[config.mk]
export PLATFORM = sky130hd
export DESIGN_NAME = input_debouncer
export DESIGN_NICKNAME = d
export VERILOG_FILES = /design/src/rtl/input_debouncer_pkg.sv /design/src/rtl/input_debouncer_cell.sv /design/src/rtl/input_debouncer.sv
export SDC_FILE = /design/constraint.sdc
export NUM_CORES = 1
export LEC_CHECK = 0
export BUFFER_PORTS_ARGS = -buffer_cell sky130_fd_sc_hd__buf_2
export CORE_UTILIZATION = 46
export DETAILED_ROUTE_END_ITERATION = 12
export PLACE_DENSITY_LB_ADDON = 0.08
export REMOVE_ABC_BUFFERS = 1
export SLEW_MARGIN = 40
export SYNTH_ARGS = -nofsm -noshare
export SYNTH_HDL_FRONTEND = slang
export SYNTH_SLANG_ARGS = --single-unit
[constraint.sdc]
create_clock -name clk -period 5.45 [get_ports clk]
set_clock_uncertainty 0.1 [all_clocks]
set_input_delay 1.09 -clock clk [delete_from_list [all_inputs] [get_ports clk]]
set_output_delay 1.09 -clock clk [all_outputs]
set_load 0.03 [all_outputs]
[src/rtl/input_debouncer_pkg.sv]
// Shared definitions for the input debouncer: debounce state encoding,
// default parameter values and a counter-width helper.
package input_debouncer_pkg;

  // Debounce cell states: STABLE holds the accepted value, ARMING times a candidate.
  typedef enum logic {
    DB_STABLE = 1'b0,
    DB_ARMING = 1'b1
  } db_state_e;

  // 10 ms at 100 MHz for silicon; a short window for simulation.
  localparam int unsigned DB_CYCLES_SYN   = 1_000_000;
  localparam int unsigned DB_CYCLES_SIM   = 4;
  localparam int unsigned SYNC_STAGES_DEF = 2;
  localparam int unsigned IN_W_DEF        = 8;
  localparam int unsigned MOD_W_DEF       = 3;

  // Stability counter width; counts 0..DB_CYCLES-1, never wraps.
  function automatic int unsigned cnt_width(input int unsigned cycles);
    return (cycles < 2) ? 1 : $clog2(cycles);
  endfunction

endpackage

[src/rtl/input_debouncer_cell.sv]
// debounce_cell: accepts a new W-bit value only after it has been sampled
// unchanged for DB_CYCLES consecutive clocks; any bit moving restarts timing.
// Ports:
//   clk, reset   clock, synchronous active-high reset
//   i_sync       synchronised input word
//   o_q          accepted (debounced) word
//   o_changed    one-clock strobe on the edge o_q takes a new value
module debounce_cell
  import input_debouncer_pkg::*;
#(
  parameter int unsigned W         = 1,
  parameter int unsigned DB_CYCLES = DB_CYCLES_SYN
) (
  input  logic         clk,
  input  logic         reset,
  input  logic [W-1:0] i_sync,
  output logic [W-1:0] o_q,
  output logic         o_changed
);

  localparam int unsigned       CNT_W    = cnt_width(DB_CYCLES);
  localparam logic [CNT_W-1:0]  CNT_LAST = CNT_W'(DB_CYCLES - 1);

  db_state_e        r_state;
  logic [W-1:0]     r_cand;
  logic [W-1:0]     r_q;
  logic [CNT_W-1:0] r_cnt;
  logic             r_changed;

  // Debounce FSM; r_cnt holds how many consecutive samples matched r_cand.
  always_ff @(posedge clk) begin
    if (reset) begin
      r_state   <= DB_STABLE;
      r_cand    <= '0;
      r_q       <= '0;
      r_cnt     <= '0;
      r_changed <= 1'b0;
    end else begin
      r_changed <= 1'b0;
      case (r_state)
        DB_STABLE: begin
          if (i_sync != r_q) begin
            r_cand  <= i_sync;
            r_cnt   <= CNT_W'(1);
            r_state <= DB_ARMING;
          end else begin
            r_cnt <= '0;
          end
        end
        DB_ARMING: begin
          if (i_sync != r_cand) begin
            // Bounce or another bit moved: restart from this sample.
            r_cand <= i_sync;
            r_cnt  <= CNT_W'(1);
          end else if (r_cand == r_q) begin
            // Settled back on the accepted value: nothing to report.
            r_cnt   <= '0;
            r_state <= DB_STABLE;
          end else if (r_cnt == CNT_LAST) begin
            r_q       <= r_cand;
            r_cnt     <= '0;
            r_changed <= 1'b1;
            r_state   <= DB_STABLE;
          end else begin
            r_cnt <= r_cnt + CNT_W'(1);
          end
        end
        default: r_state <= DB_STABLE;
      endcase
    end
  end

  assign o_q       = r_q;
  assign o_changed = r_changed;

endmodule

[src/rtl/input_debouncer.sv]
// input_debouncer: synchronises and debounces the board push-button and the
// switch bank for control_1. The switch bank is debounced as one group so
// control_1 never sees a partially moved {switch, mod, in} word.
// Ports:
//   clk, reset           clock, synchronous active-high reset
//   btn_raw              raw push-button (async, bouncy)
//   switch_raw/mod_raw/in_raw  raw switch bank
//   on, on_pulse         debounced button level, rise strobe
//   switch, mod, in      debounced switch group
//   cfg_changed          strobe on each accepted switch-group update
module input_debouncer
  import input_debouncer_pkg::*;
#(
  parameter int unsigned SYNC_STAGES = SYNC_STAGES_DEF,
  parameter int unsigned DB_CYCLES   = DB_CYCLES_SYN,
  parameter int unsigned IN_W        = IN_W_DEF,
  parameter int unsigned MOD_W       = MOD_W_DEF
) (
  input  logic             clk,
  input  logic             reset,
  input  logic             btn_raw,
  input  logic             switch_raw,
  input  logic [MOD_W-1:0] mod_raw,
  input  logic [IN_W-1:0]  in_raw,
  output logic             on,
  output logic             on_pulse,
  output logic             switch,
  output logic [MOD_W-1:0] mod,
  output logic [IN_W-1:0]  in,
  output logic             cfg_changed
);

  localparam int unsigned G = 1 + MOD_W + IN_W;

  logic [SYNC_STAGES-1:0] r_btn_sync;
  logic [G-1:0]           r_grp_sync [SYNC_STAGES];

  logic                   w_btn_q;
  logic                   w_btn_changed;
  logic [G-1:0]           w_grp_q;
  logic                   w_grp_changed;

  // Synchroniser chains; the switch bank shares one bitwise chain.
  always_ff @(posedge clk) begin
    if (reset) begin
      r_btn_sync <= '0;
      for (int unsigned i = 0; i < SYNC_STAGES; i++) begin
        r_grp_sync[i] <= '0;
      end
    end else begin
      r_btn_sync    <= {r_btn_sync[SYNC_STAGES-2:0], btn_raw};
      r_grp_sync[0] <= {switch_raw, mod_raw, in_raw};
      for (int unsigned i = 1; i < SYNC_STAGES; i++) begin
        r_grp_sync[i] <= r_grp_sync[i-1];
      end
    end
  end

  debounce_cell #(
    .W         (1),
    .DB_CYCLES (DB_CYCLES)
  ) u_btn_db (
    .clk       (clk),
    .reset     (reset),
    .i_sync    (r_btn_sync[SYNC_STAGES-1]),
    .o_q       (w_btn_q),
    .o_changed (w_btn_changed)
  );

  debounce_cell #(
    .W         (G),
    .DB_CYCLES (DB_CYCLES)
  ) u_grp_db (
    .clk       (clk),
    .reset     (reset),
    .i_sync    (r_grp_sync[SYNC_STAGES-1]),
    .o_q       (w_grp_q),
    .o_changed (w_grp_changed)
  );

  // q was just loaded from the candidate, so changed & q marks a rise only.
  assign on                 = w_btn_q;
  assign on_pulse           = w_btn_changed & w_btn_q;
  assign {switch, mod, in}  = w_grp_q;
  assign cfg_changed        = w_grp_changed;

endmodule

==> impl_metrics.json <==
{
  "crit_fanout": 23,
  "whs_ns": 0.340,
  "hp-start": "r_grp_sync[0][11]",
  "ys_seq_area_share_pct": 46.8,
  "grt_pass1_wl_mm": 13.5,
  "place_congestion": 0.777,
  "grt_use_total_pct": 18.8,
  "drc": 0,
  "io_pins": 30,
  "initial_core_util_pct": 47.3,
  "layout.nets": 495,
  "async_flop_share_pct": 0,
  "finalHoldViolations": 0,
  "met1_length_mm": 4.23,
  "clock-sinks": 96,
  "synth.top_cell.area_share_pct": 46.8,
  "p_per_area_nw_per_um2": 302,
  "antenna_found_initial": 0,
  "finalMaxSlewViolations": 0,
  "dp_hpwl_mm": 5.28,
  "grt_max_degree": 59,
  "routed.top_layer": "met4",
  "wirelength_mm": 8.13,
  "holdPathStages": 1,
  "htree_levels": 3,
  "critical_path.max_stage_delay_ns": 0.95,
  "cts.clk_slew.worst_paths_ns": 0.10,
  "area_delta_synth_final_pct": 11.4,
  "grt_overflow": 0,
  "hold_buffers": 0,
  "port-buffer-count": 29,
  "vias": 3151,
  "endpoint_kind": "register",
  "wl_met2_mm": 3.44,
  "n_antenna_cell": 0,
  "viasPerCell": 5.33,
  "hp-class": "reg -> reg",
  "fill_cells": 837,
  "synth_area_leaders": "dfxtp_1 (47%), xnor2_1 (7.9%), xor2_1 (7.5%)",
  "crit_chain": "xnor2_1 -> nand4_1 -> or4_2 -> or4_4 -> a21oi_1",
  "slew-limit-headroom_pct": 47.1,
  "insertion_delay_ns": 0.35,
  "fin_crit_sh_pct": 50.9,
  "setup_violations": 0,
  "yosysUniqueCellTypes": 35,
  "cts_root_buf": "clkbuf_8",
  "grt_pass1_vias": 2796,
  "yosysTopAreaCell": "dfxtp_1",
  "final_antenna_net_count": 0,
  "final_core_utilization_pct": 52.7,
  "synth-edff-count": 0,
  "crit_path_start": "u_grp_db.r_cand[6]",
  "drtPass1Iterations": 4,
  "tightest_slew_ns": 0.787,
  "tritoncts": "yes",
  "avgSynthCellArea_um2": 8.92,
  "wl_per_cell_um": 13.8,
  "yosysWarnings": 0,
  "syn_area_um2": 4100,
  "crit_slowest_cell": "or4_2",
  "cts_buffers": 9,
  "placed_cells": 575,
  "stdcell_count": 591,
  "peakVddDrop_mv": 0.158,
  "worstRegToRegCells": 5,
  "wl_met3_um": 359,
  "yosys_most_used_dff": "dfxtp_1",
  "fmax_ghz": 0.361,
  "p_leak_nw": 1.63,
  "die_h_um": 96.5,
  "drv_cap": 0,
  "post_cts_buffers": 0,
  "grt_setup_unrepaired": "no",
  "ys_ff_latch": 96,
  "drt_iter0_drc": 166,
  "final.min_clock_period_ns": 2.77,
  "design.core.area_um2": 8680,
  "critPathKind": "reg -> reg",
  "status": "finished clean",
  "worstReg2RegStart": "u_grp_db.r_cand[6]",
  "setup_tns_ns": 0,
  "worst_setup_path_start_kind": "register",
  "cp.required_ns": 5.64,
  "clockBufferDepth": 2,
  "synth_cells": 460,
  "dieArea_um2": 9300,
  "cts-resized-gates": 0,
  "cp.arrival_ns": 2.96,
  "row_count": 34,
  "drive_above_1_share_pct": 11.4,
  "die_x_um": 96.5
}
critical path: cells and delay by family, from the launching register on:
family / cells / cell delay [ns]
flops: 1 / 0.36
simple gates: 3 / 1.85
compound gates: 1 / 0.15
xor+xnor: 1 / 0.23
stage by stage:
| stage | setup WS (ns) | total power, W | instance area, um^2 |
|---|---|---|---|
| after floorplan | 2.88 | 0.000793 | 4000 |
| after global placement | 2.66 | 0.000825 | 4310 |
| after detailed placement | 2.62 | 0.000826 | 4310 |
| after CTS | 2.69 | 0.00140 | 4560 |
| after global routing | 2.56 | 0.00144 | 4570 |
| final | 2.68 | 0.00138 | 4570 |
final cells by class:
class,count,area (um^2),area share [%]
Inverter,9,33.8,0.739
Timing Repair Buffer,32,168,3.67
Sequential cell,96,1920,42.0
Multi-Input combinational cell,330,2060,45.1
Clock buffer,10,138,3.01
Tap cell,108,135,2.96
Clock inverter,6,115,2.52
layout by cell type (no fill, tap or decap), drive strengths merged, types with 11 or more instances in the layout:
| master | netlist | final |
|---|---|---|
| xor2 | 35 | 35 |
| dfxtp | 96 | 96 |
| nand4 | 22 | 22 |
| o21ai | 12 | 12 |
| a21oi | 31 | 31 |
| o31ai | 14 | 14 |
| xnor2 | 37 | 37 |
| nand3 | 27 | 27 |
| nand2 | 22 | 22 |
| nor2 | 48 | 48 |
| nor2b | 27 | 27 |
| nor4 | 11 | 11 |
| nor3 | 11 | 11 |
| buf | 4 | 32 |
report_power, final:
group | total [W] | internal [W] | leakage, nW | switching (W)
logic | 0.0000820 | 0.0000284 | 0.730 | 0.0000536
registers | 0.000729 | 0.000716 | 0.781 | 0.0000135
clock network | 0.000568 | 0.000320 | 0.123 | 0.000248
total | 0.00138 | 0.00106 | 1.63 | 0.000315
routing by layer:
metal	GRT usage, %	up-vias
met4	6.99	0
li1	-	1623
met2	26.9	54
met1	27.8	1466
met5	0	-
met3	3.76	8
registers in the layout, summed over array words and instances (netlist names):
name and count:
r_btn_sync 2, u_grp_db.r_cand 12, u_grp_db.r_state 1, u_btn_db.o_changed 1, u_grp_db.o_q 12, u_grp_db.o_changed 1
u_btn_db.r_cnt 20, u_grp_db.r_cnt 20, r_grp_sync 24, u_btn_db.r_cand 1, u_btn_db.o_q 1, u_btn_db.r_state 1
path summary, 6_finish.rpt:
check	to	slack (ns)
worst max-delay path	u_grp_db.r_cnt[7]	2.68
worst min-delay path	r_grp_sync[0][23]	0.34
worst max register to register	u_grp_db.r_cnt[7]	2.68
worst min register to register	r_grp_sync[0][23]	0.34
cell families after synthesis:
| family | after synthesis | share of synthesized area [%] |
|---|---|---|
| fa+ha+maj | 2 | 0.610 |
| simple gates | 193 | 24.8 |
| flops | 96 | 46.8 |
| xor+xnor | 72 | 15.4 |
| compound gates | 63 | 8.87 |
| buf+inv | 34 | 3.48 |
cell usage after synthesis, types with 12 or more instances:
cell and number:
a21oi_1 31, clkbuf_1 21, dfxtp_1 96, nand2_1 22, nand3_1 27, nand4_1 22, nor2_1 48, nor2b_1 27
o21ai_0 12, o31ai_1 14, xnor2_1 37, xor2_1 35
(Power assumes the default switching activity.)
